==> src/rtl/se_acc_pipe.sv <==
// Two-stage sign-extending adder/accumulator with a registered low/high carry split,
// valid/ready flow control, an accumulate mode and signed-overflow reporting.
module se_acc_pipe #(
  parameter int A_W  = 27,
  parameter int S_W  = 51,
  parameter int LO_W = 27
) (
  input  logic           clk,
  input  logic           rst,
  input  logic           in_valid,
  output logic           in_ready,
  input  logic [A_W-1:0] a,
  input  logic [S_W-1:0] b,
  input  logic           mode,
  input  logic           clr,
  output logic           out_valid,
  input  logic           out_ready,
  output logic [S_W-1:0] sum,
  output logic           ovf
);

  localparam int HI_W = S_W - LO_W;

  function automatic logic signed [S_W-1:0] sign_ext(input logic signed [A_W-1:0] x);
    return {{(S_W-A_W){x[A_W-1]}}, x};
  endfunction

  function automatic logic signed_ovf(input logic sa, input logic sb, input logic sr);
    return (sa == sb) && (sr != sa);
  endfunction

  logic signed [S_W-1:0] ext_a;
  logic signed [S_W-1:0] opb;
  logic signed [S_W-1:0] acc;
  logic        [LO_W:0]  lo_add;
  logic        [HI_W-1:0] hi_add;
  logic signed [S_W-1:0] sum_nxt;
  logic                  ovf_nxt;

  logic                  vld_p1;
  logic        [LO_W-1:0] lo_p1;
  logic                  cy_p1;
  logic        [HI_W-1:0] ahi_p1;
  logic        [HI_W-1:0] bhi_p1;
  logic                  sa_p1;
  logic                  sb_p1;
  logic                  mode_p1;

  logic                  vld_p2;
  logic signed [S_W-1:0] sum_p2;
  logic                  ovf_p2;

  logic s2_adv, s1_adv, acc_busy, accept;

  assign s2_adv   = !vld_p2 || out_ready;
  assign s1_adv   = !vld_p1 || s2_adv;
  // A queued accumulate must write back before the next one may read acc.
  assign acc_busy = vld_p1 && mode_p1;
  assign in_ready = !rst && s1_adv && !(mode && acc_busy);
  assign accept   = in_valid && in_ready;

  // Stage 0 -> 1: operand select and low-segment add
  assign ext_a  = sign_ext(a);
  assign opb    = mode ? acc : b;
  assign lo_add = {1'b0, ext_a[LO_W-1:0]} + {1'b0, opb[LO_W-1:0]};

  always_ff @(posedge clk) begin
    if (accept) begin
      lo_p1   <= lo_add[LO_W-1:0];
      cy_p1   <= lo_add[LO_W];
      ahi_p1  <= ext_a[S_W-1:LO_W];
      bhi_p1  <= opb[S_W-1:LO_W];
      sa_p1   <= ext_a[S_W-1];
      sb_p1   <= opb[S_W-1];
      mode_p1 <= mode;
    end
  end

  // Stage 1 -> 2: high-segment add with registered carry, overflow detect
  assign hi_add  = ahi_p1 + bhi_p1 + HI_W'(cy_p1);
  assign sum_nxt = {hi_add, lo_p1};
  assign ovf_nxt = signed_ovf(sa_p1, sb_p1, sum_nxt[S_W-1]);

  always_ff @(posedge clk) begin
    if (rst) begin
      vld_p1 <= 1'b0;
      vld_p2 <= 1'b0;
      sum_p2 <= '0;
      ovf_p2 <= 1'b0;
      acc    <= '0;
    end else begin
      if (s1_adv) vld_p1 <= accept;
      if (s2_adv) begin
        vld_p2 <= vld_p1;
        if (vld_p1) begin
          sum_p2 <= sum_nxt;
          ovf_p2 <= ovf_nxt;
        end
      end
      // clr wins over a same-edge write-back; the op still delivers its sum.
      if (clr)
        acc <= '0;
      else if (s2_adv && vld_p1 && mode_p1)
        acc <= sum_nxt;
    end
  end

  assign out_valid = vld_p2;
  assign sum       = sum_p2;
  assign ovf       = ovf_p2;

endmodule

==> config.mk <==
export PLATFORM = sky130hd
export DESIGN_NAME = se_acc_pipe
export DESIGN_NICKNAME = d
export VERILOG_FILES = /design/src/rtl/se_acc_pipe.sv
export SDC_FILE = /design/constraint.sdc
export NUM_CORES = 1
export LEC_CHECK = 0
export BUFFER_PORTS_ARGS = -buffer_cell sky130_fd_sc_hd__buf_2
export CAP_MARGIN = 30
export CELL_PAD_IN_SITES_DETAIL_PLACEMENT = 1
export CELL_PAD_IN_SITES_GLOBAL_PLACEMENT = 2
export CORE_ASPECT_RATIO = 1.4
export CORE_MARGIN = 2
export CORE_UTILIZATION = 38
export CTS_CLUSTER_DIAMETER = 60
export CTS_CLUSTER_SIZE = 8
export DETAILED_ROUTE_END_ITERATION = 7
export GPL_TIMING_DRIVEN = 0
export PLACE_DENSITY_LB_ADDON = 0.1
export SLEW_MARGIN = 15
export SYNTH_ARGS = -nofsm -noshare
export SYNTH_HDL_FRONTEND = slang
export SYNTH_SLANG_ARGS = --single-unit
==> constraint.sdc <==
create_clock -name clk -period 9.05 [get_ports clk]
set_input_delay 0.905 -clock clk [delete_from_list [all_inputs] [get_ports clk]]
set_output_delay 0.905 -clock clk [all_outputs]
set_load 0.005 [all_outputs]
==> impl_results.md <==
* # IOs at 138
* Simple-gate share of the synthesized area at 16.19%
* 1st-pass router iterations at 4
* Pin count of the biggest net entering global routing at 35
* Root buffer cell: clkbuf_16
* Post-CTS sizing at 0
* Fin crit share at 47.70%
* Top_reg_cell synth: dfxtp_1
* Share of the yosys chip area belonging to registers at 43.92%
* Placed wire-length estimate at 19.68 mm
* Final Hold Fails at 0
* Relative max-transition margin at 47.10%
* Final TNS setup at 0 ns
* Reg area at 0.003724 mm2
* First-pass GRT wire length at 40.48 mm
* Vias per cell at 5.210
* XOR/XNOR Fraction of Synth Area at 4.545%
* Starting Density at 38.78%
* P&R area growth vs syn at 20.00%
* Remaining antenna violation count at 0
* Worst path arrival time at 4.49 ns
* Multi-input logic area at 0.004512 mm2
* Fill count at 2603
* Setup Fix Bufs, Post-CTS at 0
* Number of CTS-inserted buffers at 17
* Via count at 7242
* Crit-path max cell delay at 0.57 ns
* Final Critical Period at 4.317 ns
* Die height at 180.7 um
* Synth async-reset ratio at 0%
* #FFs+latches synth at 159
* Critical-path cell list: buf_2 -> clkbuf_1 -> clkbuf_1 -> mux2_2 -> ha_1 -> a41oi_1 -> o21ai_0 -> a221o_1 -> a21oi_1 -> o21ai_0 -> a21oi_1 -> xnor2_1
* Layout net count at 1215
* EDFF count, synth at 54
* GRT Util Overall at 22.45%
* Mapped Avg Cell Area at 9.195 um2
* Power density over the cells at 178.4 mW/mm2
* Mux share of post-synthesis cell area at 6.892%
* CP max FO at 10
* Critical-path top delay cell: clkbuf_1
* Initial antenna violation count at 2
* Status: complete, no violations
* RSZ-0062 raised after global routing: no
* WL/cell at 18.47 um
* Complex-gate fraction of the synthesized area at 17.62%
* Die area at 0.02354 mm2
* Peak VDD IR at 0.1364 mV
* Max Clock Skew at 0.01101 ns
* Clk pin slew, worst setup/hold paths at 0.06 ns
* Hold Worst Slack at 0.4528 ns
* RD Place Congestion at 0.8627
* Final setup viols at 0
* DRT iter0 DRCs at 284
* Port Buffers at 136
* CTS Sinks at 159
* CTS Hold Bufs at 0
* DRC viols at 0
* HP Class: reg -> reg
* Clock Latency Late Sink at 0.43 ns
* Final core utilization at 46.54%
* FP Rows at 64
* CTS tree: built
* Clk buf depth at 2
* Worst setup EP type: register
* Pins Over Slew Limit at 0
* Vias in the first global route at 7514
* Largest family of logic cells by synthesized area: compound AO/OA/AOI/OAI gates
* Max Clock Freq at 231.6 MHz
* Share of cells above drive strength 1 at 21.61%
* Number of cells produced by synthesis at 922
* Grt ovf at 0
* Post-Syn Area at 0.008478 mm2
* CP startpoint kind: input pin
* Adder-cell share of the synthesized area at 7.940%
* Netlist cell types at 64
* H-tree depth at 4
* Critical path class: in -> reg
* Width of the die at 130.2 um
* Synth warnings at 0
* Post-Syn Nets at 1058
* Static leakage at 4.100 nW
* Post-Route WL at 25.67 mm
* Number of max-cap violations at 0
* Worst Path Required at 9.23 ns
* Slew @ Worst Pin at 0.7935 ns
* Core Area at 0.02186 mm2
-- routing by layer --
metal  share of wire, %  up-vias  track usage, %
met3                2.8       24           3.494
met5              0.043        -               0
li1                   -     3608               -
met4                1.5        2           6.366
met2                 53      128           40.50
met1                 43     3480           27.23
-- area by class of cell --
| class | instances | area share (%) |
|---|---|---|
| Buffer | 48 | 1.783 |
| Sequential cell | 159 | 36.60 |
| Clock inverter | 11 | 1.377 |
| Timing Repair Buffer | 138 | 7.158 |
| Antenna cell | 1 | 0.02460 |
| Inverter | 17 | 0.6272 |
| Tap cell | 297 | 3.653 |
| Clock buffer | 21 | 4.428 |
| Multi-Input combinational cell | 698 | 44.35 |
-- metrics by stage --
step / cells / cell area, um2 / power, mW / setup slack [ns]
after global routing: 1389 / 10170 / 1.896 / 4.478
final: 1390 / 10170 / 1.815 / 4.733
after detailed placement: 1357 / 9580 / 1.098 / 4.249
after global placement: 1355 / 9530 / 1.094 / 4.227
after CTS: 1389 / 10170 / 1.837 / 4.668
after floorplan: 922 / 8478 / 0.9970 / 5.282
-- critical path: cells and delay by family --
kind / cells / cell delay [ns]
xor+xnor: 1 / 0.11
mux: 1 / 0.44
fa+ha+maj: 1 / 0.37
buf+inv: 3 / 0.98
compound gates: 6 / 1.68
-- Yosys cell counts (3+ instances only) --
cell type / count / area (um2)
a31oi_1: 9 / 56.30
edfxtp_1: 54 / 1622
o211ai_1: 5 / 37.54
a211oi_1: 19 / 142.6
o21a_1: 6 / 45.04
and2_1: 6 / 37.54
o22ai_1: 3 / 18.77
o21bai_1: 6 / 45.04
o21ai_0: 29 / 145.1
nand2_1: 176 / 660.6
xnor2_1: 30 / 262.8
buf_1: 4 / 15.01
ha_1: 49 / 613.1
nor2_1: 43 / 161.4
a21o_1: 18 / 135.1
mux2_2: 51 / 574.3
clkbuf_1: 43 / 161.4
inv_1: 17 / 63.81
xor2_1: 14 / 122.6
nand3_1: 28 / 140.1
a21oi_1: 113 / 565.5
fa_1: 3 / 60.06
or4_1: 5 / 37.54
nor3_1: 7 / 35.03
nor2b_1: 11 / 68.82
nand4_1: 5 / 31.28
dfxtp_1: 105 / 2102
nand3b_1: 3 / 22.52
and3_1: 7 / 43.79
or3_1: 5 / 31.28
a41oi_1: 3 / 26.28
o31ai_1: 5 / 37.54
or2_2: 4 / 25.02
-- final timing paths --
path | from | depth (start not counted) | slack, ns | end
worst min-delay path | sum[18]$_SDFFE_PP0P_ | 2 | 0.45 | sum[18]$_SDFFE_PP0P_
worst max-delay path | mode | 12 | 4.73 | lo_p1[25]$_DFFE_PP_
worst min register to register | sum[18]$_SDFFE_PP0P_ | 2 | 0.45 | sum[18]$_SDFFE_PP0P_
worst max register to register | sa_p1$_DFFE_PP_ | 12 | 5.36 | acc[49]$_SDFFE_PP0P_
-- cell usage in the layout, fill, tap and decap left out, types with 7 or more instances in the layout --
cell / n
a211oi_1: 19
a21o_1: 18
a21oi_1: 113
a31oi_1: 9
and3_1: 7
buf_2: 137
clkbuf_1: 46
clkbuf_16: 17
dfxtp_1: 105
edfxtp_1: 54
ha_1: 49
inv_1: 17
mux2_2: 51
nand2_1: 176
nand3_1: 28
nor2_1: 43
nor2b_1: 11
nor3_1: 7
o21ai_0: 29
xnor2_1: 30
xor2_1: 14
-- cell families (layout without fill, tap and decap cells) --
group           count (synthesis)  count (layout)
compound gates                240             240
xor+xnor                       44              44
fa+ha+maj                      52              52
buf+inv                        65             235
flops                         159             159
mux                            52              52
other cells                     0               1
simple gates                  310             310
-- registers in the layout, indices dropped and copies added (netlist names) --
signal	count
acc	51
sum	51
lo_p1	27
bhi_p1	24
cy_p1	1
mode_p1	1
out_valid	1
ovf	1
sa_p1	1
vld_p1	1
-- power breakdown --
group          internal, mW  switching (mW)
combinational         0.120           0.171
sequential            0.775          0.0164
clock                 0.440           0.293
Power figures use the tool's default switching activity.
